**src/rtl/puzzle_alu_pkg.sv**
```systemverilog
// puzzle_alu_pkg: opcode map, FSM encoding and op-class helper for puzzle_alu_seq.
package puzzle_alu_pkg;

    localparam int unsigned OP_SET   = 0;
    localparam int unsigned OP_ADD   = 1;
    localparam int unsigned OP_SUB   = 2;
    localparam int unsigned OP_WRITE = 4;
    localparam int unsigned OP_MOD   = 5;
    localparam int unsigned OP_DIV   = 6;
    localparam int unsigned OP_CHECK = 7;
    localparam int unsigned OP_COPY  = 9;
    localparam int unsigned OP_INV   = 10;
    localparam int unsigned OP_AUP   = 11;
    localparam int unsigned OP_ADW   = 12;
    localparam int unsigned OP_LESS  = 13;
    localparam int unsigned OP_MDIST = 14;

    localparam logic [2:0] S_IDLE   = 3'd0;
    localparam logic [2:0] S_EXEC   = 3'd1;
    localparam logic [2:0] S_DIVLD  = 3'd2;
    localparam logic [2:0] S_DIVRUN = 3'd3;
    localparam logic [2:0] S_FIN    = 3'd4;

    function automatic logic is_div_op(input int unsigned op);
        return (op == OP_DIV) || (op == OP_MOD) || (op == OP_AUP) ||
               (op == OP_ADW) || (op == OP_MDIST);
    endfunction

endpackage

```
**src/rtl/puzzle_alu_seq_divmod.sv**
```systemverilog
// puzzle_divmod: unsigned restoring divide by the constant SIDE,
// one quotient bit per clock, WIDTH clocks after load.
module puzzle_divmod #(
    parameter int WIDTH = 8,
    parameter int SIDE  = 3
) (
    input  logic             clk,
    input  logic             rst_n,
    input  logic             load,
    input  logic [WIDTH-1:0] dividend,
    output logic [WIDTH-1:0] quotient,
    output logic [WIDTH-1:0] remainder,
    output logic             valid
);

    localparam int CW = $clog2(WIDTH + 1);
    localparam logic [WIDTH-1:0] SDIV = WIDTH'(SIDE);

    logic [WIDTH-1:0] q_q;
    logic [WIDTH-1:0] r_q;
    logic [CW-1:0]    cnt_q;
    logic [WIDTH:0]   sh;
    logic [WIDTH-1:0] diff;
    logic             ge;

    // Remainder stays below SIDE, so the low WIDTH bits of the trial
    // subtraction are exact whenever it is taken.
    always_comb begin
        sh   = {r_q, q_q[WIDTH-1]};
        ge   = (sh >= {1'b0, SDIV});
        diff = sh[WIDTH-1:0] - SDIV;
    end

    always_ff @(posedge clk or negedge rst_n) begin
        if (!rst_n) begin
            q_q   <= '0;
            r_q   <= '0;
            cnt_q <= '0;
        end else if (load) begin
            q_q   <= dividend;
            r_q   <= '0;
            cnt_q <= CW'(WIDTH);
        end else if (cnt_q != '0) begin
            cnt_q <= cnt_q - CW'(1);
            q_q   <= {q_q[WIDTH-2:0], ge};
            r_q   <= ge ? diff : sh[WIDTH-1:0];
        end
    end

    assign quotient  = q_q;
    assign remainder = r_q;
    assign valid     = (cnt_q == '0);

endmodule

```
**src/rtl/puzzle_alu_seq.sv**
```systemverilog
// puzzle_alu_seq: registered start/done ALU for the SIDE x SIDE sliding puzzle.
// Optional carry/borrow flag output cf under PUZZLE_ALU_CARRY_EN.
module puzzle_alu_seq
    import puzzle_alu_pkg::*;
#(
    parameter int WIDTH = 8,
    parameter int SIDE  = 3,
    parameter int OPW   = 8
) (
    input  logic             clk,
    input  logic             rst_n,
    input  logic             start,
    input  logic [OPW-1:0]   op,
    input  logic [WIDTH-1:0] ina,
    input  logic [WIDTH-1:0] inb,
    output logic             busy,
    output logic             done,
    output logic [WIDTH-1:0] out,
`ifdef PUZZLE_ALU_CARRY_EN
    output logic             cf,
`endif
    output logic             zf
);

    localparam int CW = $clog2(WIDTH + 1);

    logic [2:0]       state_q, state_d;
    logic [OPW-1:0]   op_q, op_d;
    logic [WIDTH-1:0] a_q, a_d;
    logic [WIDTH-1:0] b_q, b_d;
    logic [CW-1:0]    cnt_q, cnt_d;
    logic             done_q, done_d;
    logic [WIDTH-1:0] out_q, out_d;
    logic             zf_q, zf_d;
`ifdef PUZZLE_ALU_CARRY_EN
    logic             cf_q, cf_d;
    logic [WIDTH:0]   sum_w;
    assign sum_w = {1'b0, a_q} + {1'b0, b_q};
`endif

    logic [WIDTH-1:0] qa, ra, qb, rb, dq, dr;
    logic             va, vb, ld;

    assign ld = (state_q == S_DIVLD);

    puzzle_divmod #(.WIDTH(WIDTH), .SIDE(SIDE)) u_div_a (
        .clk(clk), .rst_n(rst_n), .load(ld), .dividend(a_q),
        .quotient(qa), .remainder(ra), .valid(va)
    );

    puzzle_divmod #(.WIDTH(WIDTH), .SIDE(SIDE)) u_div_b (
        .clk(clk), .rst_n(rst_n), .load(ld), .dividend(b_q),
        .quotient(qb), .remainder(rb), .valid(vb)
    );

    assign dq = (qa >= qb) ? qa - qb : qb - qa;
    assign dr = (ra >= rb) ? ra - rb : rb - ra;

    always_comb begin
        state_d = state_q;
        op_d    = op_q;
        a_d     = a_q;
        b_d     = b_q;
        cnt_d   = cnt_q;
        done_d  = 1'b0;
        out_d   = out_q;
        zf_d    = zf_q;
`ifdef PUZZLE_ALU_CARRY_EN
        cf_d    = cf_q;
`endif
        case (state_q)
            S_IDLE: begin
                // A start arriving while done is still high is dropped.
                if (start && !done_q) begin
                    op_d    = op;
                    a_d     = ina;
                    b_d     = inb;
                    state_d = is_div_op(32'(op)) ? S_DIVLD : S_EXEC;
                end
            end
            S_EXEC: begin
                state_d = S_IDLE;
                done_d  = 1'b1;
                case (op_q)
                    OPW'(OP_SET),
                    OPW'(OP_WRITE): out_d = a_q;
                    OPW'(OP_COPY):  out_d = b_q;
                    OPW'(OP_ADD): begin
                        out_d = a_q + b_q;
`ifdef PUZZLE_ALU_CARRY_EN
                        cf_d  = sum_w[WIDTH];
`endif
                    end
                    OPW'(OP_SUB): begin
                        out_d = b_q - a_q;
`ifdef PUZZLE_ALU_CARRY_EN
                        cf_d  = (a_q > b_q);
`endif
                    end
                    OPW'(OP_INV):   out_d = (~b_q) + WIDTH'(1);
                    OPW'(OP_CHECK): zf_d  = (a_q == b_q);
                    OPW'(OP_LESS):  zf_d  = (a_q < b_q);
                    default: begin
                        out_d = '0;
                        zf_d  = 1'b0;
                    end
                endcase
            end
            S_DIVLD: begin
                state_d = S_DIVRUN;
                cnt_d   = CW'(WIDTH - 1);
            end
            S_DIVRUN: begin
                if (cnt_q == '0) state_d = S_FIN;
                else             cnt_d   = cnt_q - CW'(1);
            end
            S_FIN: begin
                if (va && vb) begin
                    state_d = S_IDLE;
                    done_d  = 1'b1;
                    case (op_q)
                        OPW'(OP_DIV): out_d = qb;
                        OPW'(OP_MOD): out_d = rb;
                        OPW'(OP_AUP): out_d = dq;
                        OPW'(OP_ADW): out_d = dr;
                        OPW'(OP_MDIST): out_d = dq + dr;
                        default:      out_d = '0;
                    endcase
                end
            end
            default: state_d = S_IDLE;
        endcase
    end

    always_ff @(posedge clk or negedge rst_n) begin
        if (!rst_n) begin
            state_q <= S_IDLE;
            op_q    <= '0;
            a_q     <= '0;
            b_q     <= '0;
            cnt_q   <= '0;
            done_q  <= 1'b0;
            out_q   <= '0;
            zf_q    <= 1'b0;
`ifdef PUZZLE_ALU_CARRY_EN
            cf_q    <= 1'b0;
`endif
        end else begin
            state_q <= state_d;
            op_q    <= op_d;
            a_q     <= a_d;
            b_q     <= b_d;
            cnt_q   <= cnt_d;
            done_q  <= done_d;
            out_q   <= out_d;
            zf_q    <= zf_d;
`ifdef PUZZLE_ALU_CARRY_EN
            cf_q    <= cf_d;
`endif
        end
    end

    assign busy = (state_q != S_IDLE);
    assign done = done_q;
    assign out  = out_q;
    assign zf   = zf_q;
`ifdef PUZZLE_ALU_CARRY_EN
    assign cf   = cf_q;
`endif

endmodule
```
**config.mk**
```make
export PLATFORM = sky130hd
export DESIGN_NAME = puzzle_alu_seq
export DESIGN_NICKNAME = d
export VERILOG_FILES = /design/src/rtl/puzzle_alu_pkg.sv /design/src/rtl/puzzle_alu_seq_divmod.sv /design/src/rtl/puzzle_alu_seq.sv
export SDC_FILE = /design/constraint.sdc
export NUM_CORES = 1
export LEC_CHECK = 0
export ABC_AREA = 1
export CELL_PAD_IN_SITES_DETAIL_PLACEMENT = 0
export CELL_PAD_IN_SITES_GLOBAL_PLACEMENT = 1
export CORE_MARGIN = 4
export CORE_UTILIZATION = 45
export DETAILED_ROUTE_END_ITERATION = 16
export GPL_TIMING_DRIVEN = 0
export PLACE_DENSITY_LB_ADDON = 0.1
export SLEW_MARGIN = 10
export SYNTH_ARGS = -nofsm -noshare
export SYNTH_HDL_FRONTEND = slang
export SYNTH_SLANG_ARGS = --single-unit
```
**constraint.sdc**
```tcl
create_clock -name clk -period 3.9 [get_ports clk]
set_input_delay 0.78 -clock clk [delete_from_list [all_inputs] [get_ports clk]]
set_output_delay 0.78 -clock clk [all_outputs]
set_load 0.02 [all_outputs]
```
After elaboration in Yosys (flattened, before gate mapping) --
Cells that the tools add are included.
Storage, ports and cells: register bits after elaboration 81, word-level logic and storage cells 118
Operators by class: add/sub/neg operators 13, reductions and logical operators 27, bitwise operators 2, magnitude comparators 5, equal/unequal tests 27, muxes and demuxes 30
Operators with widths (count):
- $mux 8 | 13
- $eq 8x4->1 const B | 9
- $eq 8x3->1 const B | 6
- $pmux 8 s6 | 1
- $pmux 8 s5 | 1
- $sub 8x8->8 | 5
- $mux 4 | 5
- $ge 9x2->1 const B | 2
- $add 8x8->8 | 2
- $ge 8x8->1 | 2
- $pmux 8 s2 | 1
- $sub 8x2->8 const B | 2
- $logic_not 4->1 | 3
- $pmux 3 s4 | 1
- $sub 4x1->4 const B | 3
- $ne 2x2->1 const B | 5
- $mux 3 | 3
- $add 8x1->8 const B | 1
- $eq 8x1->1 const B | 1
- $eq 8x2->1 const B | 1
- $eq 8x8->1 | 1
- $logic_not 8->1 | 1
- $lt 8x8->1 | 1
- $not 8->8 | 1
- 20 further kinds | 33

Depth between registers and ports, before layout --
word-level depth 8, depth in mapped cells 24, mapped depth without buffers 24

Hierarchy --
Synthesis repeated with hierarchy kept, for this count alone.
Second synthesis, totals: cells, all modules 1074, area total of the unflattened synthesis 7433.4 um^2
By module, submodules not included:
- puzzle_alu_seq | seq. area each 1026.0 um^2, area each 5138.7 um^2, cells each 790, times used 1
- puzzle_divmod | seq. area each 500.5 um^2, area each 1147.4 um^2, cells each 142, times used 2

Worst setup path before layout --
OpenSTA, ideal clock, no wires.
kind register to register, from register u_div_a.r_q[0], in the netlist u_div_a.remainder[0], to register out_q[6], in the netlist out[6], arrival 3.084 ns, setup slack 0.743 ns, data required time 3.827 ns, library setup time 0.073 ns, stages on the path, launching flop included 24, clock period less this slack 3.157 ns, cells stage by stage dfrtp_1 > inv_1 > ha_1 > inv_1 > fa_1 > nand2_1 > nand2_1 > nand3_2 > nand3_4 > nand2_1 > nand2_1 > or2_1 > nand2_1 > inv_2 > ha_1 > a21oi_1 > nor2_1 > a211oi_1 > nand2_1 > nand2_1 > nand3_1 > nand2_1 > nand2_1 > a21oi_2
Between the ends: longest elaborated chain between the ends 6, elaborated cells between the ends (all ways) 8, classes of those cells add/sub (3); order compare (1); mux (4)
RTL lines:
- from (decl) | RTL line puzzle_alu_seq_divmod.sv:20 | logic [WIDTH-1:0] r_q;
- from (signal assigned) | RTL line puzzle_alu_seq_divmod.sv:46 | r_q <= ge ? diff : sh[WIDTH-1:0];
- $sub 8x8->8 or $ge 8x8->1 (tied branches) | RTL line puzzle_alu_seq.sv:57 | assign dr = (ra >= rb) ? ra - rb : rb - ra;
- $mux 8 (*) | RTL line puzzle_alu_seq.sv:57
- $add 8x8->8 | RTL line puzzle_alu_seq.sv:126 | OPW'(OP_MDIST): out_d = dq + dr;
- $pmux 8 s5 (*) | RTL line puzzle_alu_seq.sv:121 | case (op_q)
- $mux 8 (*) | RTL line puzzle_alu_seq.sv:118 | if (va && vb) begin
- $pmux 8 s2 (*) | RTL line puzzle_alu_seq.sv:71 | case (state_q)
- to (signal assigned) | RTL line puzzle_alu_seq.sv:155 | out_q <= out_d;
- to (decl) | RTL line puzzle_alu_seq.sv:33 | logic [WIDTH-1:0] out_q, out_d;
Mark *: on every way between the ends. The rest lies on a longest branch, timed or not. The select of a mux whose other input is x is not followed. A chain may end at the register's enable or synchronous reset.

Worst setup path in the final report --
from register u_div_a.r_q[0], in the netlist u_div_a.remainder[0], to register out_q[7], in the netlist out[7]
Same word-level chain as after synthesis.

==> results.md <==
- The run finished with clean final reports.
- Counting the buffers created by CTS gives 9.
- In this run, distinct cell masters in the synthesized netlist total 48.
- The post-detailed-route count of antenna-violating nets is 0.
- Based on the critical path, the design can be clocked at up to 0.276 GHz.
- In the post-synthesis netlist, the biggest area contributors are dfrtp_1 (29%), nand2_1 (11%), ha_1 (10%).
- The clock input transition at the sequential cells of the worst setup and hold paths is 0.06 ns.
- The final weighted congestion in routability-driven placement is 0.887.
- Data arrives at the worst endpoint at 3.89 ns.
- The post-route fraction of the period consumed by the critical path is 92.8%.
- Entering global routing, the biggest net connects 54 pins.
- The DRC violation count after routing is 0.
- The number of rows created at floorplan is 45.
- The worst setup path is captured at a register.
- Counting cells, the worst reg-to-reg path comes to 21.
- The biggest area contributor in the post-synthesis netlist is dfrtp_1.
- The clock passes through at most 2 buffers.
- In the synthesized netlist, the number of instances is 990.
- STA classifies the critical path startpoint as a register.
- Summing the sequential cell areas from Yosys gives 28.7% of the chip area.
- In this run the worst path has a maximum fanout of 10.
- The tightest min-delay check is of the input pin to asynchronous set/reset pin type.
- The number of antenna diodes in the final layout is 0.
- The full die area is 17700 µm².
- Global routing used 22.2% of the available tracks across all layers.
- The number of vias per cell is 5.15.
- After routing the design area is 8050 µm².
- Counting every sink on the clock net gives 81.
- The transition time at the pin with the least slew margin is 0.697 ns.
- The later pin in the worst-skew pair is clocked with a latency of 0.34 ns.
- The via count of the first global-routing pass is 6293.
- The count of filler cells inserted in the layout is 1570.
- The detailed placement HPWL is 15.9 mm.
- Buffers inserted to repair hold after CTS numbered 0.
- The net count after synthesis is 1083.
- The routed length per instance is 15.5 µm.
- Setup repair after global routing left no endpoint under its margin.
- The wire length reported by the detailed router is 19.4 mm.
- The number of nets in the layout is 1133.
- STA puts the critical path data required time at 4.17 ns.
- In the final layout, the share of cells above drive strength 1 is 8.33%.
- The number of storage elements in the synthesis netlist is 81.
- Each instance of the synthesized netlist takes up on average 7.12 µm².
- The portion of synthesized cell area occupied by the leading cell type is 28.7%.
- From left edge to right edge, the die measures 133 µm.
- 38 I/O pins were placed.
- The number of hold-slack violations in the final timing report is 0.
- The first-pass GRT wire length is 32.2 mm.
- For the final database, setup skew stands at 0.00807 ns.
- The critical path is of the register to register type.
- For this configuration, the core starts out at a cell density of 46.2%.
- The top cell types in the final layout, fill and taps aside, are nand2_1 (205), inv_1 (163), nor2_1 (92).
- The end-of-flow core utilization is 52.8%.
- The global route total overflow is 0.
- The headroom to the max-slew limit is 53.4%.
- The leading cell type in the layout, fill and taps excluded is nand2_1.
- The number of detailed-routing iterations run before antenna repair is 6.
- The clock tree from TritonCTS is built.
- The synthesized area is 7050 µm².
- The detailed router placed 6467 vias in this run.
- The setup TNS is 0 ns.
- For this block, the initial DRC count from the detailed router was 336.
- Across the run, the number of max-cap violations was 0.
- After detailed placement, the total cell area comes to 7710 µm².
- The count of pins over their slew limit is 0.
- The clock root buffer is clkbuf_16.
- The number of endpoints failing setup at the final stage is 0.
- The initial antenna violation count is 0.
- For this run, the leading register cell type out of synthesis is dfrtp_1.
- The die is 133 µm tall.
- The synthesized design contains 0 enable-type register cells.
- The total of buffers placed on input and output ports is 37.
- Of all flip-flops after synthesis, the portion carrying an async set or reset was 100%.
- Yosys printed 0 warnings.
- Counting I/O delays and the setup requirement, the final critical path takes 3.62 ns.
- The relative area change from synthesis to final layout is 14.2%.
- The depth of the CTS H-tree is 3.
- The floorplan step defined a core boundary enclosing 15300 µm².
Yosys cell counts, types with 3 or more instances:
| master | instances |
|---|---|
| nand2_1 | 205 |
| inv_1 | 164 |
| nor2_1 | 92 |
| dfrtp_1 | 81 |
| a21oi_1 | 72 |
| ha_1 | 59 |
| nand3_1 | 46 |
| o21ai_0 | 46 |
| o22ai_1 | 29 |
| xor2_1 | 24 |
| o221ai_1 | 22 |
| nand2_2 | 16 |
| nor3_1 | 11 |
| clkbuf_1 | 9 |
| inv_2 | 9 |
| nand4_1 | 9 |
| fa_1 | 7 |
| xnor2_1 | 7 |
| a31oi_1 | 6 |
| or2_1 | 6 |
| mux2_2 | 5 |
| nand3_2 | 5 |
| or2_2 | 5 |
| a21oi_2 | 4 |
| buf_4 | 4 |
| clkinv_1 | 4 |
| nor2_2 | 4 |
| o211ai_1 | 4 |
| o21ai_1 | 4 |
| nand3b_1 | 3 |
| nor3_2 | 3 |
| o21bai_1 | 3 |
worst max-delay path, cell delays in order, from the launching register on:
cell and delay (ns):
dfrtp_1 0.45, inv_2 0.12, ha_1 0.17, inv_1 0.06, fa_1 0.43, nand2_1 0.11
nand2_1 0.08, nand3_2 0.10, nand3_4 0.14, o21ai_1 0.19, xor2_1 0.18, inv_1 0.11
ha_1 0.35, a21oi_1 0.25, o21bai_1 0.10, a21oi_1 0.19, nand2_1 0.08, nand2_1 0.05
nand3_1 0.07, nand2_1 0.09, nand2_1 0.10, a21oi_2 0.12
final timing paths:
check | startpoint | endpoint | slack [ns]
worst max register to register | u_div_a.remainder[0] | out[7] | 0.28
min in group clk | out[4] | out[4] | 0.48
worst min-delay path | rst_n | cnt_q[2] | 0.38
max in group asynchronous | rst_n | b_q[5] | 2.91
worst max-delay path | u_div_a.remainder[0] | out[7] | 0.28
worst min register to register | out[4] | out[4] | 0.48
per-layer routing:
metal	global-route usage, %	vias to the layer above	share of wire [%]
met5	0	-	0
met3	2.64	17	3.0
li1	-	3342	-
met4	4.86	0	1.4
met2	36.0	115	46
met1	32.1	2993	49
metrics by stage:
stage	instances	hold WS, ns	worst slack, ns
after floorplan	990	0.453	0.743
after global placement	1238	0.472	-0.968
after detailed placement	1239	0.473	0.125
after CTS	1255	0.387	0.112
after global routing	1256	0.408	0.00970
final	1256	0.378	0.280
cell type report:
type | instances | area [µm²] | area share, %
plain buffers | 16 | 85.1 | 1.06
clock buffers | 14 | 264 | 3.28
clock inverters | 2 | 60.1 | 0.746
inverters | 178 | 671 | 8.33
multi-input cells | 715 | 4280 | 53.1
flip-flops and latches | 81 | 2030 | 25.2
well taps | 211 | 264 | 3.28
repair buffers | 39 | 403 | 5.00
sequential cells by signal, indices dropped and copies added, names as in the netlist:
name	flops
a_q	8
b_q	8
cnt_q	4
done	1
op_q	8
out	8
state_q	3
u_div_a.cnt_q	4
u_div_a.quotient	8
u_div_a.remainder	8
u_div_b.cnt_q	4
u_div_b.quotient	8
u_div_b.remainder	8
zf	1
repair_timing:
| item | in CTS | in global routing |
|---|---|---|
| setup endpoints to repair | 0 | 2 |
| setup buffers | 0 | 1 |
| resized for setup | 0 | 3 |
kinds of logic after synthesis:
group           count (synthesis)  share of synthesized area (%)
flops                          81                           28.7
xor+xnor                       31                           3.85
mux                             5                          0.798
buf+inv                       194                           10.7
compound gates                199                           17.0
simple gates                  414                           26.4
fa+ha+maj                      66                           12.5
Power is not shown: default switching activity piles up to over one toggle a cycle in this logic, so the estimate is an artifact.
